`config.mk`:
```
export PLATFORM = sky130hd
export DESIGN_NAME = score_digit_scanner
export DESIGN_NICKNAME = d
export VERILOG_FILES = /design/src/rtl/score_digit_scanner.sv
export SDC_FILE = /design/constraint.sdc
export NUM_CORES = 1
export LEC_CHECK = 0
export BUFFER_PORTS_ARGS = -buffer_cell sky130_fd_sc_hd__buf_4
export CAP_MARGIN = 20
export CELL_PAD_IN_SITES_DETAIL_PLACEMENT = 1
export CELL_PAD_IN_SITES_GLOBAL_PLACEMENT = 1
export CORE_MARGIN = 2
export CORE_UTILIZATION = 40
export CTS_CLUSTER_DIAMETER = 50
export DETAILED_ROUTE_END_ITERATION = 10
export PLACE_DENSITY_LB_ADDON = 0.12
export SYNTH_ARGS = -nofsm -noshare
export SYNTH_HDL_FRONTEND = slang
export SYNTH_SLANG_ARGS = --single-unit
```
`constraint.sdc`:
```
create_clock -name clk -period 2.66 [get_ports clk]
set_clock_uncertainty 0.1 [all_clocks]
set_input_delay 0.532 -clock clk [delete_from_list [all_inputs] [get_ports clk]]
set_output_delay 0.532 -clock clk [all_outputs]
set_load 0.02 [all_outputs]
```
`src/rtl/score_digit_scanner.sv`:
```
// Binary-to-BCD score converter (sequential double-dabble, one bit per clock)
// with a time-multiplexed 7-segment scan. Define SCAN_BLINK_EN to add blink_i.
module score_digit_scanner #(
    parameter int BIN_W  = 10,
    parameter int DIGITS = 3,
    parameter int DWELL  = 2
`ifdef SCAN_BLINK_EN
    ,
    parameter int BLINK_FRAMES = 8
`endif
) (
    input  logic                  clk,
    input  logic                  rst,
    input  logic [BIN_W-1:0]      value_i,
    input  logic                  load_i,
    input  logic                  blank_lz_i,
`ifdef SCAN_BLINK_EN
    input  logic                  blink_i,
`endif
    output logic                  busy_o,
    output logic [4*DIGITS-1:0]   bcd_o,
    output logic                  ovf_o,
    output logic [6:0]            seg_o,
    output logic [DIGITS-1:0]     dig_en_o
);

    localparam int BCD_W = 4 * DIGITS;
    localparam int CNT_W = (BIN_W > 1) ? $clog2(BIN_W) : 1;
    localparam int IX_W  = (DIGITS > 1) ? $clog2(DIGITS) : 1;
    localparam int DW_W  = (DWELL > 1) ? $clog2(DWELL) : 1;
    localparam logic [CNT_W-1:0] CNT_LAST = CNT_W'(BIN_W - 1);
    localparam logic [IX_W-1:0]  IX_LAST  = IX_W'(DIGITS - 1);
    localparam logic [DW_W-1:0]  DW_LAST  = DW_W'(DWELL - 1);

    typedef enum logic [1:0] {
        S_IDLE  = 2'd0,
        S_SHIFT = 2'd1,
        S_DONE  = 2'd2
    } state_t;

    function automatic logic [BCD_W-1:0] add3_all(input logic [BCD_W-1:0] w);
        logic [BCD_W-1:0] r;
        r = w;
        for (int k = 0; k < DIGITS; k++) begin
            if (w[4*k +: 4] >= 4'd5) begin
                r[4*k +: 4] = w[4*k +: 4] + 4'd3;
            end else begin
                r[4*k +: 4] = w[4*k +: 4];
            end
        end
        return r;
    endfunction

    function automatic logic [BCD_W-1:0] all_nines();
        logic [BCD_W-1:0] r;
        for (int k = 0; k < DIGITS; k++) begin
            r[4*k +: 4] = 4'h9;
        end
        return r;
    endfunction

    function automatic logic [6:0] seg_decode(input logic [3:0] d);
        logic [6:0] s;
        case (d)
            4'h0:    s = 7'b0111111;
            4'h1:    s = 7'b0000110;
            4'h2:    s = 7'b1011011;
            4'h3:    s = 7'b1001111;
            4'h4:    s = 7'b1100110;
            4'h5:    s = 7'b1101101;
            4'h6:    s = 7'b1111101;
            4'h7:    s = 7'b0000111;
            4'h8:    s = 7'b1111111;
            4'h9:    s = 7'b1101111;
            4'hA:    s = 7'b1110111;
            4'hB:    s = 7'b1111100;
            4'hC:    s = 7'b0111001;
            4'hD:    s = 7'b1011110;
            4'hE:    s = 7'b1111001;
            4'hF:    s = 7'b1110001;
            default: s = 7'b0000000;
        endcase
        return s;
    endfunction

    state_t             state_r;
    logic [BIN_W-1:0]   shift_r;
    logic [BCD_W-1:0]   work_r;
    logic [BCD_W-1:0]   adj_s;
    logic               sticky_r;
    logic [CNT_W-1:0]   cnt_r;
    logic               pend_r;
    logic [BIN_W-1:0]   pend_val_r;
    logic               busy_r;
    logic [BCD_W-1:0]   bcd_r;
    logic               ovf_r;

    logic [DW_W-1:0]    dwell_r;
    logic [IX_W-1:0]    idx_r;
    logic [DIGITS-1:0]  dig_en_r;
    logic               frame_done_s;
    logic [3:0]         digit_s;
    logic               upper_zero_s;
    logic               blank_s;
    logic               hide_s;

    assign adj_s = add3_all(work_r);

    // Conversion FSM: capture, BIN_W shift steps, one DONE cycle that publishes the result
    always_ff @(posedge clk or posedge rst) begin
        if (rst) begin
            state_r    <= S_IDLE;
            shift_r    <= '0;
            work_r     <= '0;
            sticky_r   <= 1'b0;
            cnt_r      <= '0;
            pend_r     <= 1'b0;
            pend_val_r <= '0;
            busy_r     <= 1'b0;
            bcd_r      <= '0;
            ovf_r      <= 1'b0;
        end else begin
            case (state_r)
                S_IDLE: begin
                    if (load_i) begin
                        shift_r  <= value_i;
                        work_r   <= '0;
                        sticky_r <= 1'b0;
                        cnt_r    <= '0;
                        busy_r   <= 1'b1;
                        state_r  <= S_SHIFT;
                    end
                end
                S_SHIFT: begin
                    // add-3 correction precedes the shift; bits leaving the work MSB mean overflow
                    work_r   <= {adj_s[BCD_W-2:0], shift_r[BIN_W-1]};
                    shift_r  <= shift_r << 1;
                    sticky_r <= sticky_r | adj_s[BCD_W-1];
                    if (cnt_r == CNT_LAST) begin
                        state_r <= S_DONE;
                    end else begin
                        cnt_r <= cnt_r + 1'b1;
                    end
                    if (load_i) begin
                        pend_r     <= 1'b1;
                        pend_val_r <= value_i;
                    end
                end
                S_DONE: begin
                    bcd_r <= sticky_r ? all_nines() : work_r;
                    ovf_r <= sticky_r;
                    if (load_i || pend_r) begin
                        shift_r  <= load_i ? value_i : pend_val_r;
                        work_r   <= '0;
                        sticky_r <= 1'b0;
                        cnt_r    <= '0;
                        pend_r   <= 1'b0;
                        state_r  <= S_SHIFT;
                    end else begin
                        busy_r  <= 1'b0;
                        state_r <= S_IDLE;
                    end
                end
                default: begin
                    busy_r  <= 1'b0;
                    pend_r  <= 1'b0;
                    state_r <= S_IDLE;
                end
            endcase
        end
    end

    assign frame_done_s = (dwell_r == DW_LAST) && (idx_r == IX_LAST);

    // Scan sequencer: dwell counter, digit index and its registered one-hot select
    always_ff @(posedge clk or posedge rst) begin
        if (rst) begin
            dwell_r  <= '0;
            idx_r    <= '0;
            dig_en_r <= DIGITS'(1);
        end else if (dwell_r == DW_LAST) begin
            dwell_r <= '0;
            if (idx_r == IX_LAST) begin
                idx_r    <= '0;
                dig_en_r <= DIGITS'(1);
            end else begin
                idx_r    <= idx_r + 1'b1;
                dig_en_r <= dig_en_r << 1;
            end
        end else begin
            dwell_r <= dwell_r + 1'b1;
        end
    end

`ifdef SCAN_BLINK_EN
    localparam int FR_W = (BLINK_FRAMES > 1) ? $clog2(BLINK_FRAMES) : 1;
    localparam logic [FR_W-1:0] FR_LAST = FR_W'(BLINK_FRAMES - 1);
    logic [FR_W-1:0] frame_r;
    logic            phase_r;

    // Blink phase: toggles every BLINK_FRAMES completed scans, parked visible when blink is off
    always_ff @(posedge clk or posedge rst) begin
        if (rst) begin
            frame_r <= '0;
            phase_r <= 1'b0;
        end else if (!blink_i) begin
            frame_r <= '0;
            phase_r <= 1'b0;
        end else if (frame_done_s) begin
            if (frame_r == FR_LAST) begin
                frame_r <= '0;
                phase_r <= ~phase_r;
            end else begin
                frame_r <= frame_r + 1'b1;
            end
        end else begin
            frame_r <= frame_r;
        end
    end

    assign hide_s = blink_i & phase_r;
`else
    assign hide_s = 1'b0;
`endif

    // Active digit selection and leading-zero detection (scan from the top digit down)
    always_comb begin
        digit_s      = 4'h0;
        upper_zero_s = 1'b1;
        blank_s      = 1'b0;
        for (int k = DIGITS - 1; k >= 0; k--) begin
            upper_zero_s = upper_zero_s & (bcd_r[4*k +: 4] == 4'h0);
            digit_s = (idx_r == IX_W'(k)) ? bcd_r[4*k +: 4] : digit_s;
            blank_s = (idx_r == IX_W'(k)) ? (blank_lz_i & (k > 32'sd0) & upper_zero_s) : blank_s;
        end
    end

    // Segment bus for the active digit
    always_comb begin
        if (blank_s || hide_s) begin
            seg_o = 7'b0000000;
        end else begin
            seg_o = seg_decode(digit_s);
        end
    end

    assign busy_o   = busy_r;
    assign bcd_o    = bcd_r;
    assign ovf_o    = ovf_r;
    assign dig_en_o = dig_en_r;

endmodule
```
-- Yosys cells after proc, flatten, opt, wreduce, memory -nomap -nowiden
Memories as Yosys holds them, arrays and structs flattened.
Cells that the tools add are included.
- reduce and logical (&&, ||, !) cells: 11
- multiplexer cells: 36
- shift-type cells: 0
- bitwise gates (word level): 6
- eq/ne operators: 11
- order comparisons: 3
- add/sub/neg operators: 6
- div/mod/pow operators: 0
- multiply operators: 0
- operators by type and width (cell ; count):
    $mux 12 ; 3
    $mux 4 ; 9
    $pmux 12 s3 ; 1
    $mux 10 ; 3
    $pmux 10 s3 ; 1
    $add 4x2->4 const B ; 3
    $ge 4x3->1 const B ; 3
    $ne 2x2->1 const B ; 6
    $pmux 4 s3 ; 1
    $mux 1 ; 9
    $pmux 1 s3 ; 3
    $reduce_and 3->1 ; 3
    $logic_not 4->1 ; 2
    $mux 7 ; 1
    $mux 2 ; 3
    $pmux 2 s3 ; 1
    $add 4x1->4 const B ; 1
    $eq 2x1->1 const B ; 2
    $eq 2x2->1 const B ; 2
    $eq 4x4->1 const B ; 1
    $logic_not 2->1 ; 2
    $reduce_and 4->1 ; 1
    $and 1x1->1 ; 3
    $mux 3 ; 1
    other kinds (7) ; 8
- memory bits (writable): 0
- memory bits (read-only): 112
- flip-flop bits (word level): 60
- memories: 1
- output and inout port bits: 24
- latch bits: 0
- memories (name ; depth ; width ; read ports ; clocked after memory_dff ; write ports ; line ; RTL):
    (name not given) ; 16 ; 7 ; 1 ; 0 ; 0 ; 64 ; case (d)

-- Depth between registers and ports, before layout
Gate-level depths: netlist of run 1.
- depth after elaboration: 6
- gate-level depth with buffers: 10
- mapped depth without buffers: 8

-- Least setup slack after synthesis of run 1
OpenSTA, ideal clock, no wires.
- path type: reg2out
- start: reg idx_r[0]
- end: out seg_o[0]
- cell stages (with the launch flop): 10
- setup slack: 0.041 ns
- arrival time: 1.987 ns
- cells stage by stage: dfrtp_1 > buf_6 > nor2b_2 > buf_6 > nand2_1 > o21ai_2 > inv_2 > ha_1 > or3_1 > a31oi_1
- longest elaborated chain between the ends: 6
- elaborated cells on any way between the ends: 11
- RTL lines (item ; line ; RTL):
    start, declared ; 99 ; logic [IX_W-1:0] idx_r;
    start signal, assigned ; 187 ; idx_r <= idx_r + 1'b1;
    $eq 2x2->1 ; 233, 234 ;
    $mux 4 (3 in a row) ; 233 ; digit_s = (idx_r == IX_W'(k)) ? bcd_r[4*k +: 4] : digit_s;
    $mem_v2 16x7 ; - ;
    $mux 7 (*) ; 240 ; if (blank_s || hide_s) begin
    end, declared ; 23 ; output logic [6:0] seg_o,
Mark *: on every way between the ends. The rest lies on a longest branch, timed or not.

-- Worst setup path in the final report of run 1
- start: reg idx_r[0]
- end: out seg_o[6]
Same word-level chain as after synthesis.

==> results of run 1 <==
==> layer usage <==
metal  global-route usage [%]  vias to the layer above
li1                         -                     1352
met2                     31.3                       41
met3                     4.55                        7
met4                     4.88                        0
met5                        0                        -
met1                     25.2                     1379
==> through the flow <==
stage               setup slack (ns)  cells  power [mW]
finish                        -0.195    507        3.95
global route                  -0.319    507        4.22
CTS                           -0.189    502        3.95
detailed placement            0.0906    479        2.83
global placement               0.117    479        2.78
floorplan                     0.0409    342        2.33
==> worst max path at each step <==
stage,from,cells after the start,endpoint
final,idx_r[0],7,seg_o[6]
after global routing,idx_r[0],8,seg_o[5]
after CTS,idx_r[0],8,seg_o[3]
after detailed placement,idx_r[0],7,seg_o[6]
after global placement,idx_r[0],6,seg_o[6]
after floorplan,idx_r[0],9,seg_o[0]
==> registers in the layout, indices dropped and copies added, names as in the netlist <==
name,count
cnt_r,4
shift_r,10
pend_r,1
ovf_o,1
idx_r,2
dwell_r,1
pend_val_r,10
busy_o,1
sticky_r,1
dig_en_o,3
bcd_o,12
work_r,12
state_r,2
==> kinds of logic (layout without fill, tap and decap cells) <==
| logic type | after synthesis | in the layout | synth area share [%] |
|---|---|---|---|
| buffers and inverters | 43 | 103 | 5.34 |
| AO/OA/AOI/OAI | 114 | 114 | 23.6 |
| adder cells (fa/ha/maj) | 18 | 18 | 6.53 |
| AND/OR/NAND/NOR | 73 | 73 | 10.3 |
| flip-flops | 60 | 60 | 43.6 |
| multiplexers | 26 | 26 | 8.67 |
| XOR/XNOR | 8 | 8 | 2.03 |
==> placed cells by master, fill, tap and decap left out, drive strengths merged, types with 4 or more instances in the layout <==
cell type / count
dfrtp: 59
mux2i: 11
o31ai: 4
clkbuf: 12
mux2: 15
nor2: 20
buf: 61
ha: 18
nor3: 5
a222oi: 9
nand2: 23
o21ai: 41
a22o: 14
o211ai: 4
o2bb2ai: 4
nor2b: 5
xor2: 5
a21oi: 17
inv: 26
nand3b: 4
nand2b: 6
==> worst max-delay path: stages (launching register included) <==
cell       delay (ns)
dfrtp_2          0.47
mux2i_2          0.29
a2bb2oi_4        0.21
inv_2            0.09
ha_4             0.17
mux2_4           0.27
a221oi_2         0.21
buf_4            0.18
==> report_power, final <==
group	switching [mW]	leakage [nW]	internal, mW
combinational	0.838	1.05	0.687
sequential	0.218	0.780	1.17
clock	0.371	0.127	0.673
==> repair_timing <==
action | CTS | global route
setup buffers | 7 | 5
endpoints found under the hold margin | 0 | 0
setup endpoints to repair | 7 | 7
hold buffers | 0 | 0
pin swaps | 3 | 5
resized for setup | 14 | 8
==> layout make-up <==
cell class                 instances  area, sq um
multi-input combinational        239         1840
inverter                          26         97.6
clock buffer                      12          155
sequential                        60         1500
timing repair buffer              61          485
clock inverter                     4         95.1
fill                             894         3990
tap                              105          131
==> results.md, run 1 <==
* Status: finished with violations
* Failing checks: negative setup slack
* Fin util at between 50 and 60%
* Crit Path Class: flip-flop to primary output
* Maximum fanout along the worst path at 6
* Cells after Synth at between 300 and 400
* Clock Path Buffers at 2
* Synth cell types at just over 50
* Post-route cell area at ~0.0043 sq mm
* Vias at 2779
* Syn_nets at 374
* Most common cell in the netlist: dfrtp_1
* Initial antenna violation count at 0
* Final Cycle Share at 107%
* Min-delay worst type: input port to async pin
* Crit. End Element: primary output
* Final Slew Violations at 0
* DP Area at slightly below 0.004 sq mm
* Skew-Pair Late Insertion Delay at 0.34 ns
* Largest area contributor in the netlist: dfrtp_1
* Asr flop ratio synth at 100%
* Synth top area cells: dfrtp_1 (43%), ha_1 (6.5%), o21ai_0 (5.2%), mux2_2 (4.6%), a22o_1 (3.6%)
* Minimum clock period at around 2.9 ns
* TritonRoute pass-1 iters at 5
* CORE AREA at 0.00830 sq mm
* Share of layout cells above drive strength 1 at between 20% and 30%
* Leak pwr at about 2.0 nW
* Final hold viol count at 0
* # port buffers at 37
* Seq/Total Area, Yosys at a little over two fifths
* Final setup TNS at -1.02 ns
* Antenna Nets Post-Route at 0
* Die area at between 0.009 and 0.01 sq mm
* Synthesized area at between 0.003 and 0.004 sq mm
* R2R cell count at 7
* Global-route wire length before repair at around 15000 um
* WL/cell at approximately 17 um
* Die Y at just under 100 um
* Actual slew at the worst max-slew pin at between 0.5 and 0.6 ns
* Mean area per synthesized cell at around 10 sq um
* CTS buffer count at 9
* Synth cell count leaders: dfrtp_1 (59), o21ai_0 (36), inv_1 (25), nand2_1 (23), nor2_1 (20)
* DRC Markers at 0
* Worst-path clk slew at approximately 0.08 ns
* Final wirelength at roughly 8800 um
* Vias in the first global route at between 2000 and 3000
* Yosys reg bits at 60
* Area growth from synthesis to layout at 25.1%
* R2r endpoint: shift_r[3]
* Nets at about 430
* Setup violators final at 7
* Vias per inst at 5.48
* Met2 routed WL at ~4300 um
* Required time of the critical path at between 2 and 2.5 ns
* Post-route worst setup slack at -0.195 ns
* EDFF count, synth at 0
* DR top layer: met4
* N_diodes at 0
* Detailed Place HPWL at 5870 um
* Total global routing overflow at 0
* Power density cells at around 920 mW/mm^2
* Met3 wire length at around 270 um
* Warning count from the yosys run at 0
* CTS H-tree depth at 3
* IR drop worst, VDD at ~0.45 mV
* Gpl congestion at approximately 0.79
* Io pins at 38
* Maxcap violations at 0
* Worst path arrival time at 2.22 ns
* TritonCTS clock tree: yes
* Die width at between 90 and 100 um
* Gr usage total at a little under a fifth
* Most used DFF post-synth: dfrtp_1
* RSZ-0062 raised after global routing: yes
* Row count at 33
* Yosys top cell area share at a little over two fifths
* CTS root buf: clkbuf_8
* R2R setup slack at slightly below 0.5 ns
* Initial cell density of the core at between 40 and 50%
* Critical Path Start Type: flip-flop
* R2R Path Start: state_r[0]
* Clock sink count at 60
* Fmax at between 300 and 400 MHz
* Worst Hold Slack at 0.132 ns
* Initial DRC Count at 111
* Wl on met1 at roughly 4200 um
* Slew margin rel. at a little over three fifths
* Largest net degree at the start of global routing at 61
Note: power is estimated with default switching activity, not from simulation.
==> run 2, diff against run 1 <==
--- a/config.mk
+++ b/config.mk
@@ -14,6 +14,9 @@
 export CTS_CLUSTER_DIAMETER = 50
 export DETAILED_ROUTE_END_ITERATION = 10
 export PLACE_DENSITY_LB_ADDON = 0.12
+export RECOVER_POWER = 50
+export SETUP_SLACK_MARGIN = 0.02
 export SYNTH_ARGS = -nofsm -noshare
 export SYNTH_HDL_FRONTEND = slang
 export SYNTH_SLANG_ARGS = --single-unit
+export TNS_END_PERCENT = 30
==> results.md, run 2 (synthesis gave the netlist of run 1 again) <==
* Status: finished with violations
* Failing checks: max-capacitance violations, max-slew violations, negative setup slack
* Fmax at 350 MHz (about the same)
* DR top layer: met4
* Maximum fanout along the worst path at 6 (unchanged)
* Switching Fraction at 36.1% (about the same)
* Slowest CP cell: dfrtp_2
* Initial DRC Count at 97 (-13%)
* Gr usage total at 19.0% (unchanged)
* CP bufs+invs at 2 (unchanged)
* Vias in the first global route at 2890 (-0.14%)
* R2r endpoint: shift_r[3]
* Layout fillers at 898 (+0.45%)
* Hold path depth at 2
* Critical Path Start Type: flip-flop
* IR drop worst, VDD at 0.451 mV (-0.27%)
* TritonCTS clock tree: yes
* Area growth from synthesis to layout at 23.8%
* CORE AREA at 0.00830 sq mm (unchanged)
* Slew margin rel. at -0.575% (-64 points)
* Clock Path Buffers at 2 (unchanged)
* Commonest non-fill, non-tap cell in the layout: dfrtp_1
* CTS buffer count at 9 (unchanged)
* DRC Markers at 0 (unchanged)
* Maxcap violations at 1 (+1)
* CTS root buf: clkbuf_8
* Wl on met1 at 4250 um (+1.3%)
* Nets at 427 (-0.47%)
* Required time of the critical path at 2.03 ns (about the same)
* Initial antenna violation count at 0 (unchanged)
* Final wirelength at 8730 um (-0.82%)
* Final Slew Violations at 61 (+61)
* Worst Hold Slack at 0.340 ns (+0.208 ns)
* CP endpoint: seg_o[6]
* Met3 wire length at 272 um (+0.37%)
* CTS H-tree depth at 3 (unchanged)
* RSZ-0062 raised after global routing: yes
* Crit. End Element: primary output
* Die width at 96.8 um (unchanged)
* Largest net degree at the start of global routing at 61 (unchanged)
* # port buffers at 37 (unchanged)
* Final hold viol count at 0 (unchanged)
* Total global routing overflow at 0 (unchanged)
* Min-delay src: value_i[2]
* Comb pwr share at 38.2% (-0.4 points)
* Minimum clock period at 2.85 ns (-0.00190 ns)
* Commonest non-fill, non-tap cells in the layout: dfrtp_1 (58), buf_4 (53), o21ai_0 (36)
* Final Cycle Share at 107% (about the same)
* Leak pwr at 1.94 nW (-0.76%)
* Pint at 2.51 mW (-0.63%)
* R2R setup slack at 0.51 ns (+0.02 ns)
* CP startpoint: idx_r[0]
* Fin util at 51.4% (-0.51 points)
* Post-route worst setup slack at -0.194 ns (+0.00190 ns)
* Crit Path Class: flip-flop to primary output
* WL/cell at 17.3 um (-0.42%)
* CTS Hold Bufs at 0 (unchanged)
* Critical path depth in cells at 7 (unchanged)
* Worst-path clk slew at 0.07 ns (about the same)
* Top Family by Delay on Critical Path: multiplexers
* TritonRoute pass-1 iters at 4 (-1)
* Vias at 2799 (+0.72%)
* Critical path's largest stage delay at 0.47 ns (about the same)
* Met2 routed WL at 4130 um (-3.0%)
* Global-route wire length before repair at 14700 um (about the same)
* Sequential share of power at 35.2% (+0.2 points)
* Die area at 0.00938 sq mm (unchanged)
* Actual slew at the worst max-slew pin at 1.51 ns (+0.958 ns)
* N_diodes at 0 (unchanged)
* Antenna Nets Post-Route at 0 (unchanged)
* P_sw at 1.42 mW (-0.51%)
* Clock sink count at 60 (unchanged)
* Setup violators final at 7 (unchanged)
* Worst path arrival time at 2.22 ns (about the same)
* Initial cell density of the core at 41.5% (unchanged)
* Gpl congestion at 0.789 (unchanged)
* Skew-Pair Late Insertion Delay at 0.34 ns (about the same)
* Power density cells at 920 mW/mm^2 (+0.41%)
* Row count at 33 (unchanged)
* R2R Path Start: state_r[0]
* Io pins at 38 (unchanged)
* R2R cell count at 7 (unchanged)
* Clock power frac at 26.6% (+0.2 points)
* Vias per inst at 5.54 (+1.1%)
* Worst path cell trace: mux2i_2, a2bb2oi_4, inv_2, ha_4, mux2_4, a221oi_2, buf_4
* Share of layout cells above drive strength 1 at 28.5% (-1.1 points)
* Min-delay worst type: input port to flip-flop
* Detailed Place HPWL at 5870 um (unchanged)
* Die Y at 96.8 um (unchanged)
## run 2: cell count changes in the layout (fill, tap and decap cells not counted)
| cell | before | now |
|---|---|---|
| ha_4 | 3 | 2 |
| inv_1 | 22 | 24 |
| buf_4 | 56 | 53 |
| ha_1 | 14 | 15 |
| clkbuf_2 | 0 | 1 |
| clkbuf_4 | 0 | 1 |
| buf_12 | 1 | 0 |
| inv_2 | 4 | 2 |
## run 2: area by class of cell
type | instances | area (sq um) | area share, %
Sequential cell | 60 | 1500 | 35.2
Tap cell | 105 | 131 | 3.08
Inverter | 26 | 97.6 | 2.29
Clock inverter | 4 | 95.1 | 2.23
Timing Repair Buffer | 59 | 455 | 10.7
Clock buffer | 12 | 155 | 3.63
Multi-Input combinational cell | 239 | 1830 | 42.9
## run 2: metrics by stage
stage          area (sq um)  power, mW  worst slack [ns]  TNS, ns  instances
6_report               4270       3.93            -0.194    -1.02        505
5_1_grt                4270       4.20            -0.320    -1.80        505
3_5_place_dp           3870       2.83            0.0906        0        479
2_1_floorplan          3450       2.33            0.0409        0        342
3_3_place_gp           3870       2.78             0.117        0        479
4_1_cts                4240       3.95            -0.189    -1.02        502
## run 2: metal layers
metal  up-vias  GRT usage, %
li1       1345             -
met1      1403          25.2
met2        44          31.3
met3         7          4.55
met4         0          4.88
met5         -             0
## run 2: worst reg2reg max path, stage by stage, from the launching register on
cell	delay (ns)
dfrtp_1	0.38
inv_1	0.09
ha_1	0.39
inv_1	0.34
nor2_1	0.08
buf_4	0.18
a222oi_1	0.34
o21ai_0	0.14
## run 2: worst min-delay path by stage
stage,end,slack (ns)
after floorplan,pend_r,0.37
after global placement,dig_en_o[2],0.38
after detailed placement,dig_en_o[2],0.39
after CTS,work_r[1],0.15
after global routing,pend_val_r[2],0.32
final,pend_val_r[2],0.34
## run 2: timing repair
action / CTS / global route
buffers inserted: 7 / 3
setup endpoints to repair: 7 / 7
gates resized for setup: 14 / 6
pin swaps: 3 / 4
## run 2: power by group through the flow
stage	Clock [mW]	Combinational [mW]	Sequential, mW
floorplan	0	0.940	1.39
global placement	0	1.39	1.39
detailed placement	0	1.44	1.40
CTS	1.07	1.49	1.39
global route	1.12	1.66	1.42
finish	1.05	1.50	1.38
==> run 3, diff against run 2 <==
==> constraint.sdc (replaced) <==
create_clock -name clk -period 3.2 [get_ports clk]
set_clock_uncertainty 0.1 [all_clocks]
set_input_delay 0.64 -clock clk [delete_from_list [all_inputs] [get_ports clk]]
set_output_delay 0.64 -clock clk [all_outputs]
set_load 0.02 [all_outputs]
==> results.md, run 3 (synthesis gave the netlist of run 1 again) <==
* Status: complete, no violations
* Vias at 2764 (-1.3%)
* Required time of the critical path at 2.46 ns (+0.43 ns)
* Die area at 0.00938 sq mm (unchanged)
* CTS buffer count at 9 (unchanged)
* R2R setup slack at 0.92 ns (+0.41 ns)
* Gr usage total at 19.1% (+0.17 points)
* Global-route wire length before repair at 14800 um (+0.89%)
* Critical path's largest stage delay at 0.40 ns (-0.07 ns)
* DRC Markers at 0 (unchanged)
* R2R Path Start: state_r[1]
* Detailed Place HPWL at 5840 um (-0.59%)
* Slew margin rel. at 26.1% (+27 points)
* CP endpoint: seg_o[0]
* Crit. End Element: primary output
* Worst path arrival time at 2.35 ns (+0.13 ns)
* Min-delay worst type: flip-flop to flip-flop
* Fmax at about 320 MHz
* Worst-path clk slew at 0.07 ns (about the same)
* Total global routing overflow at 0 (unchanged)
* # port buffers at 37 (unchanged)
* Commonest non-fill, non-tap cells in the layout: dfrtp_1 (59), buf_4 (45), o21ai_0 (36)
* CTS Hold Bufs at 0 (unchanged)
* Maximum fanout along the worst path at 8 (+2)
* Post-route cell area at 0.00409 sq mm (-4.2%)
* R2r endpoint: shift_r[7]
* Final Slew Violations at 0 (-100%)
* Vias per inst at 5.61 (+1.2%)
* Critical Path Start Type: flip-flop
* Initial cell density of the core at 41.5% (unchanged)
* Initial antenna violation count at 0 (unchanged)
* Maxcap violations at 0 (-1)
* Die Y at 96.8 um (unchanged)
* CP most frequent cell: buf_4
* Skew-Pair Late Insertion Delay at 0.33 ns (about the same)
* Leak pwr at 1.86 nW (-4.4%)
* Power density cells at 756 mW/mm^2 (-18%)
* Clock sink count at 60 (unchanged)
* Nets at 415 (-2.8%)
* CTS H-tree depth at 3 (unchanged)
* Fin cells at 493 (-2.4%)
* Io pins at 38 (unchanged)
* N_diodes at 0 (unchanged)
* Dpl cells at 475 (-0.84%)
* Largest net degree at the start of global routing at 35 (-43%)
* Worst path cell trace: buf_4, nor2b_4, nand2_1, o21ai_2, inv_2, ha_1, or3_1, a31oi_1, buf_4
* Initial DRC Count at 115 (+19%)
* CORE AREA at 0.00830 sq mm (unchanged)
* Area growth from synthesis to layout at 18.6%
* Final hold viol count at 0 (unchanged)
* Minimum clock period at just over 3 ns
* Final wirelength at 8340 um (-4.5%)
* TritonCTS clock tree: yes
* WL/cell at 16.9 um (-2.2%)
* Die width at 96.8 um (unchanged)
* Setup violators final at 0 (-7)
* Row count at 33 (unchanged)
* TritonRoute pass-1 iters at 4 (unchanged)
* CP startpoint: idx_r[0]
* Vias in the first global route at 2953 (+2.2%)
* Share of layout cells above drive strength 1 at 23.5% (-5.0 points)
* Gpl congestion at 0.745 (-5.6%)
* IR drop worst, VDD at 0.357 mV (-21%)
* CTS root buf: clkbuf_8
* Final Cycle Share at between 90 and 100%
* Slowest CP cell: or3_1
* Crit Path Class: flip-flop to primary output
* Actual slew at the worst max-slew pin at 1.11 ns (-0.401 ns)
* RSZ-0062 raised after global routing: yes
* Clock Path Buffers at 2 (unchanged)
* Commonest non-fill, non-tap cell in the layout: dfrtp_1
* Antenna Nets Post-Route at 0 (unchanged)
* R2R cell count at 6 (-1)
* DP Area at 0.00384 sq mm (-0.78%)
## run 3: changes by cell type in the layout (fill, tap and decap cells not counted), moves of 2 or more
cell / previous run / this run
ha_1: 15 / 18
clkinvlp_4: 0 / 3
mux2i_2: 3 / 1
buf_4: 53 / 45
ha_4: 2 / 0
mux2i_1: 7 / 9
buf_6: 4 / 0
## run 3: repair_timing
item                       CTS  global route
hold endpoints to repair     0             0
setup buffers                0             2
resized for setup            0             1
setup endpoints to repair    0             4
## run 3: worst min-delay path by stage
stage / endpoint / slack (ns) / depth (start not counted) / from
3_5_place_dp: dig_en_o[2] / 0.39 / 1 / dig_en_o[2]
5_1_grt: pend_val_r[7] / 0.42 / 1 / pend_val_r[7]
6_report: dig_en_o[2] / 0.40 / 1 / dig_en_o[2]
2_1_floorplan: pend_r / 0.37 / 2 / pend_r
3_3_place_gp: dig_en_o[2] / 0.38 / 1 / dig_en_o[2]
4_1_cts: bcd_o[1] / 0.29 / 2 / rst
## run 3: cell type report
class	instances	area [sq um]
clock buffer	10	138
sequential	60	1500
inverter	26	97.6
multi-input combinational	239	1770
clock inverter	6	87.6
fill	942	4210
tap	105	131
timing repair buffer	47	365
## run 3: per-layer routing
layer  routed length [um]  GRT usage [%]  up-vias
met5                    0              0        -
met4                  174           7.15        0
met3                  269           3.54       13
met2                 3980           31.5       56
met1                 3920           25.1     1369
li1                     -              -     1326
## run 3: worst max-delay path, delay by kind of cell (launching register included)
kind | cells | cell delay [ns]
buffers and inverters | 3 | 0.44
AND/OR/NAND/NOR | 3 | 0.65
flip-flops | 1 | 0.39
adder cells (fa/ha/maj) | 1 | 0.23
AO/OA/AOI/OAI | 2 | 0.30
## run 3: power breakdown
group,total [mW],internal (mW),switching (mW)
clock network,0.773,0.458,0.315
logic,1.17,0.514,0.661
registers,1.14,0.969,0.173
total,3.09,1.94,1.15
## run 3: per-stage QoR
step                setup TNS, ns  setup slack [ns]  hold WS, ns  util (%)  total power [mW]
floorplan                       0             0.473        0.370         -              1.94
global placement                0             0.525        0.382      46.3              2.28
global route              -0.0302           -0.0302        0.423      49.3              3.33
detailed placement              0             0.423        0.389      46.3              2.32
CTS                             0            0.0408        0.291      49.0              3.12
finish                          0             0.112        0.397      49.3              3.09
